===== src/rtl/ir_nec_decoder.sv =====
// -----------------------------------------------------------------------------
// ir_nec_decoder
//
// Decodes NEC infrared remote frames from a demodulated IR receiver output.
// A data frame is a 9 ms burst, a 4.5 ms space and 32 pulse-distance bits sent
// LSB first: address, ~address, command, ~command. A repeat frame is a 9 ms
// burst, a 2.25 ms space and a stop burst. All timing windows are given in
// sys_clk cycles and are inclusive.
//
// Ports
//   sys_clk      in   1  single clock, everything on its rising edge
//   sys_rst_n    in   1  synchronous active-low reset
//   infrared_in  in   1  asynchronous IR receiver output (idle high, burst low)
//   addr         out  8  address byte of the last accepted frame
//   data         out  8  command byte of the last accepted frame
//   data_vld     out  1  one-cycle pulse when a frame is accepted
//   repeat_en    out  1  one-cycle pulse per accepted repeat frame
//
// Build option
//   IR_NEC_INV_CHECK_EN  when defined, a frame is accepted only if both
//                        inverse bytes match; otherwise every complete 32-bit
//                        frame is accepted and the inverse bytes are ignored.
// -----------------------------------------------------------------------------
module ir_nec_decoder #(
  parameter int unsigned LEAD_LO_MIN = 400_000,
  parameter int unsigned DATA_HI_MIN = 200_000,
  parameter int unsigned DATA_HI_MAX = 250_000,
  parameter int unsigned REP_HI_MIN  = 100_000,
  parameter int unsigned REP_HI_MAX  = 125_000,
  parameter int unsigned BIT_LO_MIN  = 20_000,
  parameter int unsigned BIT_LO_MAX  = 35_000,
  parameter int unsigned ONE_HI_MIN  = 75_000,
  parameter int unsigned ONE_HI_MAX  = 95_000,
  parameter int unsigned TIMEOUT     = 600_000
) (
  input  logic       sys_clk,
  input  logic       sys_rst_n,
  input  logic       infrared_in,
  output logic [7:0] addr,
  output logic [7:0] data,
  output logic       data_vld,
  output logic       repeat_en
);

  localparam logic [2:0] IDLE    = 3'd0;
  localparam logic [2:0] LEAD_LO = 3'd1;
  localparam logic [2:0] LEAD_HI = 3'd2;
  localparam logic [2:0] BIT_LO  = 3'd3;
  localparam logic [2:0] BIT_HI  = 3'd4;

  localparam logic [19:0] TIMEOUT_C = TIMEOUT[19:0];

  // ---------------------------------------------------------------------------
  // Input synchronisation and edge detection
  // ---------------------------------------------------------------------------
  logic ir_s1;
  logic ir_s2;
  logic ir_d;
  logic fall;
  logic rise;

  always_ff @(posedge sys_clk) begin
    if (!sys_rst_n) begin
      ir_s1 <= 1'b1;
      ir_s2 <= 1'b1;
      ir_d  <= 1'b1;
    end else begin
      ir_s1 <= infrared_in;
      ir_s2 <= ir_s1;
      ir_d  <= ir_s2;
    end
  end

  assign fall = ir_d & ~ir_s2;
  assign rise = ~ir_d & ir_s2;

  // ---------------------------------------------------------------------------
  // Duration counter
  // ---------------------------------------------------------------------------
  logic [2:0]  state;
  logic [19:0] cnt;

  always_ff @(posedge sys_clk) begin
    if (!sys_rst_n) begin
      cnt <= '0;
    end else if (state == IDLE || fall || rise) begin
      cnt <= '0;
    end else if (cnt < TIMEOUT_C) begin
      cnt <= cnt + 20'd1;
    end
  end

  // The counter is cleared on the edge that starts a level, so when the edge
  // that ends it is seen the counter holds (level length - 1). Windows are
  // applied to the true level length in clocks.
  logic [31:0] dur;
  assign dur = {12'd0, cnt} + 32'd1;

  function automatic logic in_win(input logic [31:0] v,
                                  input int unsigned lo,
                                  input int unsigned hi);
    return (v >= lo) && (v <= hi);
  endfunction

  logic timeout;
  logic lead_ok;
  logic data_sp;
  logic rep_sp;
  logic bit_zero;
  logic bit_one;

  assign timeout  = (state != IDLE) && (cnt == TIMEOUT_C);
  assign lead_ok  = (dur >= LEAD_LO_MIN);
  assign data_sp  = in_win(dur, DATA_HI_MIN, DATA_HI_MAX);
  assign rep_sp   = in_win(dur, REP_HI_MIN, REP_HI_MAX);
  // Burst window and zero-space window share the same bounds.
  assign bit_zero = in_win(dur, BIT_LO_MIN, BIT_LO_MAX);
  assign bit_one  = in_win(dur, ONE_HI_MIN, ONE_HI_MAX);

  // ---------------------------------------------------------------------------
  // Frame assembly and check
  // ---------------------------------------------------------------------------
  logic [4:0]  bit_cnt;
  logic [31:0] shift;
  logic [31:0] word;
  logic        frame_ok;
  logic        rep_ok;

  // Completed frame as it will look once the 32nd bit lands in shift[31];
  // evaluating it in the same cycle keeps the pulse latency at three clocks.
  assign word = {bit_one, shift[30:0]};

`ifdef IR_NEC_INV_CHECK_EN
  assign frame_ok = (word[15:8] == ~word[7:0]) && (word[31:24] == ~word[23:16]);

  logic unused_bits;
  assign unused_bits = shift[31];
`else
  assign frame_ok = 1'b1;

  logic unused_bits;
  assign unused_bits = ^{shift[31], word[31:24], word[15:8]};
`endif

  // ---------------------------------------------------------------------------
  // Frame FSM
  // ---------------------------------------------------------------------------
  always_ff @(posedge sys_clk) begin
    if (!sys_rst_n) begin
      state     <= IDLE;
      bit_cnt   <= '0;
      shift     <= '0;
      addr      <= '0;
      data      <= '0;
      data_vld  <= 1'b0;
      repeat_en <= 1'b0;
      rep_ok    <= 1'b0;
    end else begin
      data_vld  <= 1'b0;
      repeat_en <= 1'b0;

      if (timeout) begin
        state   <= IDLE;
        bit_cnt <= '0;
        rep_ok  <= 1'b0;
      end else begin
        case (state)
          IDLE: begin
            // A rise here is the end of a stop burst and carries no meaning.
            if (fall) begin
              state <= LEAD_LO;
            end
          end

          LEAD_LO: begin
            if (rise) begin
              state <= lead_ok ? LEAD_HI : IDLE;
            end
          end

          LEAD_HI: begin
            if (fall) begin
              if (data_sp) begin
                state   <= BIT_LO;
                bit_cnt <= '0;
              end else if (rep_sp) begin
                repeat_en <= rep_ok;
                state     <= IDLE;
              end else begin
                state <= IDLE;
              end
            end
          end

          BIT_LO: begin
            if (rise) begin
              state <= bit_zero ? BIT_HI : IDLE;
            end
          end

          BIT_HI: begin
            if (fall) begin
              if (bit_zero || bit_one) begin
                shift[bit_cnt] <= bit_one;
                if (bit_cnt == 5'd31) begin
                  state <= IDLE;
                  if (frame_ok) begin
                    addr     <= word[7:0];
                    data     <= word[23:16];
                    data_vld <= 1'b1;
                    rep_ok   <= 1'b1;
                  end else begin
                    rep_ok <= 1'b0;
                  end
                end else begin
                  bit_cnt <= bit_cnt + 5'd1;
                  state   <= BIT_LO;
                end
              end else begin
                state <= IDLE;
              end
            end
          end

          default: begin
            state <= IDLE;
          end
        endcase
      end
    end
  end

endmodule


===== config.mk =====
export PLATFORM = sky130hd
export DESIGN_NAME = ir_nec_decoder
export DESIGN_NICKNAME = d
export VERILOG_FILES = /design/src/rtl/ir_nec_decoder.sv
export SDC_FILE = /design/constraint.sdc
export NUM_CORES = 1
export LEC_CHECK = 0
export ABC_AREA = 1
export ABC_CLOCK_PERIOD_IN_PS = 3700
export CAP_MARGIN = 20
export CORE_AREA = 2 2 115 117
export CTS_CLUSTER_DIAMETER = 200
export CTS_CLUSTER_SIZE = 16
export DETAILED_ROUTE_END_ITERATION = 8
export DIE_AREA = 0 0 117 119
export PLACE_DENSITY_LB_ADDON = 0.3
export SLEW_MARGIN = 20
export SYNTH_ARGS = -nofsm -noshare
export SYNTH_HDL_FRONTEND = slang
export SYNTH_SLANG_ARGS = --single-unit

===== constraint.sdc =====
create_clock -name sys_clk -period 3.7 [get_ports sys_clk]
set_input_delay 0.74 -clock sys_clk [delete_from_list [all_inputs] [get_ports sys_clk]]
set_output_delay 0.74 -clock sys_clk [all_outputs]
set_load 0.05 [all_outputs]

; ---- After elaboration in Yosys (flattened, before gate mapping)
; Index checks and enable logic that the tools add are counted.
[classes]
n_addsub = 3
mul = 0
n_div = 0
magnitude_cmp = 12
eq_ne = 14
shifts = 0
muxes = 21
bitwise_logic = 11
reduce_logical = 21
[op_table]
columns = operator, n
row1 = $ge 21x17->1 const B, 2
row2 = $le 21x17->1 const B, 2
row3 = $bwmux 32, 1
row4 = $mux 5, 5
row5 = $add 20x1->21 const B, 1
row6 = $ge 21x15->1 const B, 1
row7 = $ge 21x18->1 const B, 1
row8 = $ge 21x19->1 const B, 1
row9 = $le 21x16->1 const B, 1
row10 = $le 21x18->1 const B, 1
row11 = $mux 3, 7
row12 = $add 20x1->20 const B, 1
row13 = $eq 20x20->1 const B, 1
row14 = $lt 20x20->1 const B, 1
row15 = $ne 2x2->1 const B, 8
row16 = $pmux 3 s5, 1
row17 = $pmux 5 s2, 1
row18 = $reduce_and 5->1, 2
row19 = $not 1->1, 9
row20 = $reduce_and 4->1, 2
row21 = $eq 3x2->1 const B, 2
row22 = $logic_and 1x1->1, 6
row23 = $lt 5x6->1 const B, 1
row24 = $mux 2, 3
row25 = 16 further kinds, 21
[totals]
reg_bits = 82
latch_bits = 0
ram_bits = 0
mem_bits_ro = 0
inputBits = 3
output_inout_bits = 18
elab_cells = 94
memories = 0

; ---- Logic depth before layout (Yosys ltp)
; Gate-level depths: netlist of the first run.
[depth]
depth_word = 7
depth_mapped = 22
depth_no_buf = 22

; ---- Worst setup path before layout of the first run
; No wires, ideal clock.
[synth_timing]
kind = flip-flop to flip-flop
start = register cnt[1]
end = register addr[0]
setup_ns = 0.111
t_arrival_ns = 2.421
required_ns = 3.589
slack_ns = 1.168
path_stages_with_launch = 22
n_path_buf = 1
period_less_slack_ns = 2.532
cell_sequence = dfxtp_1 -> ha_1 -> nand2_1 -> nor2_8 -> nand3_4 -> nor2_2 -> nand2_1 -> nand2_2 -> nand3_2 -> nor2_4 -> inv_2 -> nor2_1 -> nand2_1 -> nand2_1 -> nand2_2 -> nand2_4 -> nand2_4 -> nor2_8 -> nand2_4 -> buf_6 -> nor2_2 -> nor2_1
[synth_via]
elab_chain_len = 5
elab_cells_between_ends = 12
cone_classes = add/sub (1) / order compare (4) / eq/ne (1) / bitwise (1) / reduce/logical (5)
[synth_lines]
columns = element, line_no
row1 = from (decl), 81  ; logic [19:0] cnt;
row2 = from (signal assigned), 89  ; cnt <= cnt + 20'd1;
row3 = $add 20x1->21, 97  ; assign dur = {12'd0, cnt} + 32'd1;
row4 = $ge 21x15->1 (tied with other cells), 102  ; return (v >= lo) && (v <= hi);
row5 = $logic_and 1x1->1, 102
row6 = $logic_or 1x1->1, 203  ; if (bit_zero || bit_one) begin
row7 = $reduce_and 5->1 (no line) (*), -
row8 = to (signal assigned), 208  ; addr <= word[7:0];
row9 = to (decl), 39  ; output logic [7:0] addr,
; Mark *: on every way between the ends. The rest lies on a longest branch, timed or not.
; A chain may end at the register's enable or synchronous reset.

; ---- Worst setup path after layout of the first run
[layout_timing]
start = register cnt[1]
end = register data[2]
[layout_via]
elab_chain_len = 5
elab_cells_between_ends = 12
cone_classes = add/sub (1) / order compare (4) / eq/ne (1) / bitwise (1) / reduce/logical (5)
[layout_lines]
columns = element, line_no
row1 = $add 20x1->21, 97
row2 = $ge 21x15->1 (tied with other cells), 102
row3 = $logic_and 1x1->1, 102
row4 = $logic_or 1x1->1, 203
row5 = $reduce_and 5->1 (no line) (*), -
row6 = to (signal assigned), 209  ; data <= word[23:16];
row7 = to (decl), 40  ; output logic [7:0] data,
; Marks and branches as above.

==> summary.md, run 1 <==
| Metric | Value |
|---|---|
| Period Utilization, post-route | 87.0% |
| Post-synthesis cell count | 712 |
| Count of maximum capacitance violations | 0 |
| Total Routed Length | 11.0 mm |
| Required time worst endpoint | 3930 ps |
| Clock tree from TritonCTS | done |
| Hold-critical path depth | 1 |
| Number of CTS-inserted buffers | 9 |
| Total iterations of the first detailed-routing run | 7 |
| Type of the most critical hold path | reg -> reg |
| Worst setup EP type | flop |
| Number of post-CTS setup repair buffers | 0 |
| Top area cells in the synthesized netlist | dfxtp_1, nand2_1, nor2_1, inv_1, nand3_1 |
| Number of enable flip-flop cells after synthesis | 0 |
| Total of warnings raised by yosys | 0 |
| Global-route wire length before repair | 18.7 mm |
| Post-DR wirelength/cell | 12.0 um |
| Compound-cell area share of the yosys netlist | 10.3% |
| Number of inserted diodes | 0 |
| Startpoint Class | flop |
| Final setup violation count | 0 |
| #FFs+latches synth | 66 |
| Clock latency at the later pin of the worst-skew pair | 340 ps |
| Maximum resistive drop on vdd | 0.198 mV |
| Clock-pin slew on the worst setup and hold paths | 60 ps |
| Top cell type's share of synthesized area | 30.4% |
| Critical path origin | cnt[1] |
| Number of instances resized during post-cts repair | 0 |
| Cell area after synthesis | 4350 sq um |
| ANT nets after route | 0 |
| Maximum buffer depth of the clock tree | 2 |
| Placement-stage cell area | 4710 sq um |
| Drt first-iter violations | 396 |
| Max Clock Freq | 311 MHz |
| Post-synthesis share of cell area spent on and, or, nand and nor gates | 46.2% |
| End of the worst register-to-register path | data[2] |
| Syn_nets | 723 |
| Hold-fix buffers, CTS | 0 |
| Multiplexer fraction of the synthesized cell area | 0% |
| Adder and majority gate portion of the synthesized area | 2.30% |
| End point of the worst hold path | ir_s2 |
| Die boundary width | 117 um |
| Final count of pins violating max slew | 0 |
| Arrival time at the worst endpoint | 3450 ps |
| Most numerous cell types in the synthesized netlist | nand2_1, nor2_1, inv_1 |
| GP Congestion | 0.880 |
| Power per cell area | 327 nW/um^2 |
| CORE AREA | 12900 sq um |
| Final Hold Violating Endpoints | 0 |
| Average size of a mapped cell | 6.10 sq um |
| Most common cell in the synthesized netlist | nand2_1 |
| Setup repair after global routing missed its margin | false |
| Number of H-tree branching levels | 3 |
| Filler Cell Count | 1406 |
| Clock sinks | 66 |
| Relative slew margins | 65.7% |
| Worst-path fanout max | 33 |
| Half-perimeter wire length after detailed placement | 8.29 mm |
| Clk_skew | 5.58 ps |
| Primary flip-flop cell chosen by synthesis mapping | dfxtp_1 |
| Area Overhead vs Synth | 15.3% |
| DRC violation count after routing | 0 |
| Total design power | 1.64 mW |
| Number of distinct library cells after synthesis | 36 |
| Worst Min Path Start | ir_s1 |
| Via count of the first global-routing pass | 4020 |
| Fin area | 5010 sq um |
| Post-synth top area cell | dfxtp_1 |
| Sequential-to-total area share from yosys stat | 30.4% |
| Core Rows | 42 |
| Initial core utilization | 33.8% |
| Net total in the final layout | 742 |
| Sum of negative setup slack | 0 ps |
| Type of the setup path with the least slack | reg -> reg |
| Count of buffers from port buffering | 20 |
| Flop2flop setup slack | 480 ps |
| DR vias/cell | 4.76 |
| Area of the die | 13900 sq um |
| Reg2reg path depth | 17 |
| CTS root buf | clkbuf_16 |
| Layout cell share with drive strength beyond 1 | 9.24% |
| Leftover overflow at the end of global routing | 0 |
| Vert. Die Dim | 119 um |
| Leakage | 2.28 nW |
| Reg-to-reg startpoint | cnt[1] |
| Status | complete, no violations |
| Antenna violations before repair | 0 |
| Largest family of logic cells by synthesized area | simple AND/OR/NAND/NOR gates |
| I/O pin total | 21 |
| Largest net degree at the start of global routing | 34 |
| Total number of vias | 4345 |
| Post-synthesis async set-or-reset flop share | 0% |
| Total global-route track usage | 16.9% |
| Fin crit period | 3220 ps |
| Post-synthesis xor/xnor area fraction | 0.777% |
| Worst slew pin tran | 510 ps |
metal layers:
metal	up-vias	part of all wire, %	GRT usage (%)
li1	2303	-	-
met1	1897	47	22.4
met2	117	44	25.9
met3	28	4.7	3.66
met4	0	3.8	8.53
met5	-	0	0
cells in the final DEF (no fill, tap or decap), types with 5 or more instances in the layout:
master / n
clkbuf_16: 9
nor2_2: 15
ha_1: 8
nand2_1: 211
a21oi_1: 49
inv_1: 85
nor3_1: 5
nor4_1: 5
clkdlybuf4s50_1: 20
nor2_4: 6
nor2_1: 102
dfxtp_1: 66
nand4_1: 15
nand2_2: 8
o21ai_0: 28
nand3_1: 60
inv_2: 5
how the worst max path moves through the flow:
stage | to | slack, ps
after floorplan | addr[0] | 1170
after global placement | data[1] | 510
after detailed placement | addr[6] | 500
after CTS | addr[6] | 490
after global routing | addr[6] | 140
final | data[2] | 480
power breakdown:
part           internal (mW)  switching, mW  total, mW
Combinational         0.0159         0.0367     0.0526
Sequential             0.715        0.00277      0.718
Clock                  0.527          0.342      0.869
Total                   1.26          0.381       1.64
worst max-delay path, cell delays in order, from the launching register on:
cell and delay (ps):
dfxtp_1 420, ha_1 260, nand2_1 150, nor2_8 240, nand2_4 100, nor2_4 170
xor2_2 300, nand2_1 120, nor3_1 160, nand2_1 70, nand3_1 90, nand2_2 90
nand2_4 100, nand2_4 70, nor2_8 330, nand2_4 240, nor2_1 170, nor2_1 50
kinds of logic (layout without fill, tap and decap cells):
logic type	after synthesis	count (layout)
adder cells (fa/ha/maj)	8	8
flip-flops	66	66
AND/OR/NAND/NOR	441	441
buffers and inverters	107	131
AO/OA/AOI/OAI	87	87
XOR/XNOR	3	3
layout make-up:
class	count	area, sq um	share of cell area [%]
Clock buffer	9	225	4.49
Inverter	91	342	6.82
Tap cell	176	220	4.39
Timing Repair Buffer	24	230	4.59
Clock inverter	7	77.6	1.55
Sequential cell	66	1320	26.4
Multi-Input combinational cell	539	2590	51.8
flip-flops by register name, indices dropped and copies added (netlist names):
register	flops
ir_d	1
bit_cnt	5
data	8
state	3
ir_s1	1
cnt	20
rep_ok	1
ir_s2	1
data_vld	1
shift	16
repeat_en	1
addr	8
through the flow:
| stage | util (%) | setup WS [ps] | hold slack (ps) | cells |
|---|---|---|---|---|
| 2_1_floorplan | - | 1170 | 393 | 712 |
| 3_3_place_gp | 36.6 | 506 | 409 | 896 |
| 3_5_place_dp | 36.6 | 505 | 408 | 896 |
| 4_1_cts | 38.9 | 490 | 428 | 912 |
| 5_1_grt | 38.9 | 140 | 470 | 912 |
| 6_report | 38.9 | 480 | 422 | 912 |
Power figures use the tool's default switching activity.
==> inputs of run 2 (changes only) <==
CTS_CLUSTER_DIAMETER = default   (was 200)
RECOVER_POWER = 25   (was default)
REMOVE_ABC_BUFFERS = 1   (was default)
==> summary.md, run 2 (synthesis gave the netlist of run 1 again) <==
| Metric | Value |
|---|---|
| Final Hold Violating Endpoints | 0 |
| ANT nets after route | 0 |
| Number of H-tree branching levels | 3 |
| Clk_skew | 5.55 ps |
| Layout cell share with drive strength beyond 1 | 8.57% |
| Type of the setup path with the least slack | reg -> reg |
| Startpoint Class | flop |
| Final count of pins violating max slew | 0 |
| Core Rows | 42 |
| Setup repair after global routing missed its margin | false |
| Clock latency at the later pin of the worst-skew pair | 330 ps |
| Sum of negative setup slack | 0 ps |
| Clock-pin slew on the worst setup and hold paths | 60 ps |
| Number of post-CTS setup repair buffers | 0 |
| Type of the most critical hold path | reg -> reg |
| Cells along the critical path | ha_1 > nand3_1 > nor2_2 > nand4_1 > nand2_1 > nand2_1 > nor2_1 > nand2_1 > nor2_1 > nand3_1 > nand2_1 > nand2_2 > nand2_4 > nand2_4 > nor2_8 > nand2_4 > nor2_1 > nor2_1 |
| CTS root buf | clkbuf_16 |
| Via count of the first global-routing pass | 3836 |
| Required time worst endpoint | 3930 ps |
| Worst slew pin tran | 918 ps |
| GP Congestion | 0.856 |
| Maximum buffer depth of the clock tree | 2 |
| Largest net degree at the start of global routing | 34 |
| Filler Cell Count | 1402 |
| Flop2flop setup slack | 480 ps |
| Die boundary width | 117 um |
| Count of buffers from port buffering | 20 |
| Initial core utilization | 33.8% |
| Relative slew margins | 38.8% |
| Half-perimeter wire length after detailed placement | 8.36 mm |
| Leftover overflow at the end of global routing | 0 |
| Period Utilization, post-route | 87.1% |
| Total iterations of the first detailed-routing run | 4 |
| Total Routed Length | 10.8 mm |
| Count of maximum capacitance violations | 0 |
| Commonest cells after routing, fill and taps aside | nand2_1, nor2_1, inv_1, dfxtp_1, nand3_1 |
| Number of inserted diodes | 0 |
| Max Clock Freq | 310 MHz |
| Power per cell area | 315 nW/um^2 |
| Hold-critical path depth | 1 |
| Number of instances resized during post-cts repair | 0 |
| Total number of vias | 4267 |
| Number of CTS-inserted buffers | 9 |
| Leakage | 2.31 nW |
| DRC violation count after routing | 0 |
| Net total in the final layout | 741 |
| Area Overhead vs Synth | 14.3% |
| DR vias/cell | 4.68 |
| Clock sinks | 66 |
| Reg-to-reg startpoint | cnt[1] |
| End point of the worst hold path | ir_s2 |
| Crit-path slowest cell | dfxtp_1 |
| Crit path largest cell delay | 420 ps |
| Worst-path fanout max | 33 |
| Drt first-iter violations | 236 |
| Leading cell type in the layout, fill and taps excluded | nand2_1 |
| Global-route wire length before repair | 18.2 mm |
| Status | complete, no violations |
| Maximum resistive drop on vdd | 0.187 mV |
| Register bank with the most flops | cnt |
| Reg2reg path depth | 18 |
| CORE AREA | 12900 sq um |
| Total design power | 1.57 mW |
| Cell family with the largest share of critical-path delay | simple AND/OR/NAND/NOR gates |
| Total global-route track usage | 16.5% |
| Max FFs per register | 20 |
| Final setup violation count | 0 |
| Vert. Die Dim | 119 um |
| Area of the die | 13900 sq um |
| Worst setup EP type | flop |
| Fin crit period | 3220 ps |
| Worst Min Path Start | ir_s1 |
| Clock tree from TritonCTS | done |
| Number of buffers and inverters on the critical path | 0 |
| Largest regs | cnt (20), shift (16) |
| I/O pin total | 21 |
| Hold-fix buffers, CTS | 0 |
| Arrival time at the worst endpoint | 3450 ps |
| End of the worst register-to-register path | addr[5] |
| Post-DR wirelength/cell | 11.9 um |
| Critical path origin | cnt[1] |
| Antenna violations before repair | 0 |
run 2: changes by cell type in the layout (fill, tap and decap cells not counted), sizes merged:
cell,before,now
buf,4,1
bufinv,1,0
clkbuf,9,13
clkdlybuf4s50,20,4
dlygate4sd3,0,16
inv,92,91
run 2: worst max-delay path by stage:
stage	slack, ps	to	cells past startpoint
CTS	490	addr[5]	18
floorplan	1000	addr[5]	20
global route	130	addr[5]	18
global placement	550	addr[5]	18
detailed placement	510	addr[5]	18
finish	480	addr[5]	18
run 2: worst reg2reg max path, cell delays in order (launching register included):
cell and delay (ps):
dfxtp_1 420, ha_1 280, nand3_1 170, nor2_2 250
nand4_1 120, nand2_1 210, nand2_1 150, nor2_1 130
nand2_1 80, nor2_1 100, nand3_1 70, nand2_1 110
nand2_2 80, nand2_4 100, nand2_4 70, nor2_8 340
nand2_4 240, nor2_1 160, nor2_1 50
run 2: metrics by stage:
stage | instance area, sq um | hold slack (ps) | instances | setup slack, ps | util, %
floorplan | 4250 | 393 | 696 | 996 | -
global placement | 4700 | 394 | 895 | 547 | 36.5
detailed placement | 4700 | 404 | 895 | 506 | 36.5
CTS | 4980 | 419 | 911 | 493 | 38.7
global route | 4970 | 443 | 911 | 132 | 38.6
finish | 4970 | 414 | 911 | 478 | 38.6
run 2: area by class of cell:
class | instances | area, sq um | share of cell area, %
sequential | 66 | 1320 | 26.6
timing repair buffer | 23 | 215 | 4.33
inverter | 91 | 342 | 6.87
clock buffer | 11 | 243 | 4.89
multi-input combinational | 539 | 2590 | 52.1
tap | 176 | 220 | 4.43
clock inverter | 5 | 38.8 | 0.781
run 2: report_power, final:
part,leakage [nW],switching [mW],internal (mW)
Sequential,0.532,0.00276,0.715
Clock,0.136,0.325,0.475
Combinational,1.64,0.0365,0.0136
Total,2.31,0.364,1.20
run 2: per-layer routing:
metal	wire (um)	vias to the layer above	track usage (%)	share of wire (%)
li1	-	2297	-	-
met1	5240	1894	21.4	48
met2	5030	63	26.5	46
met3	415	13	4.02	3.8
met4	159	0	5.59	1.5
met5	0	-	0	0
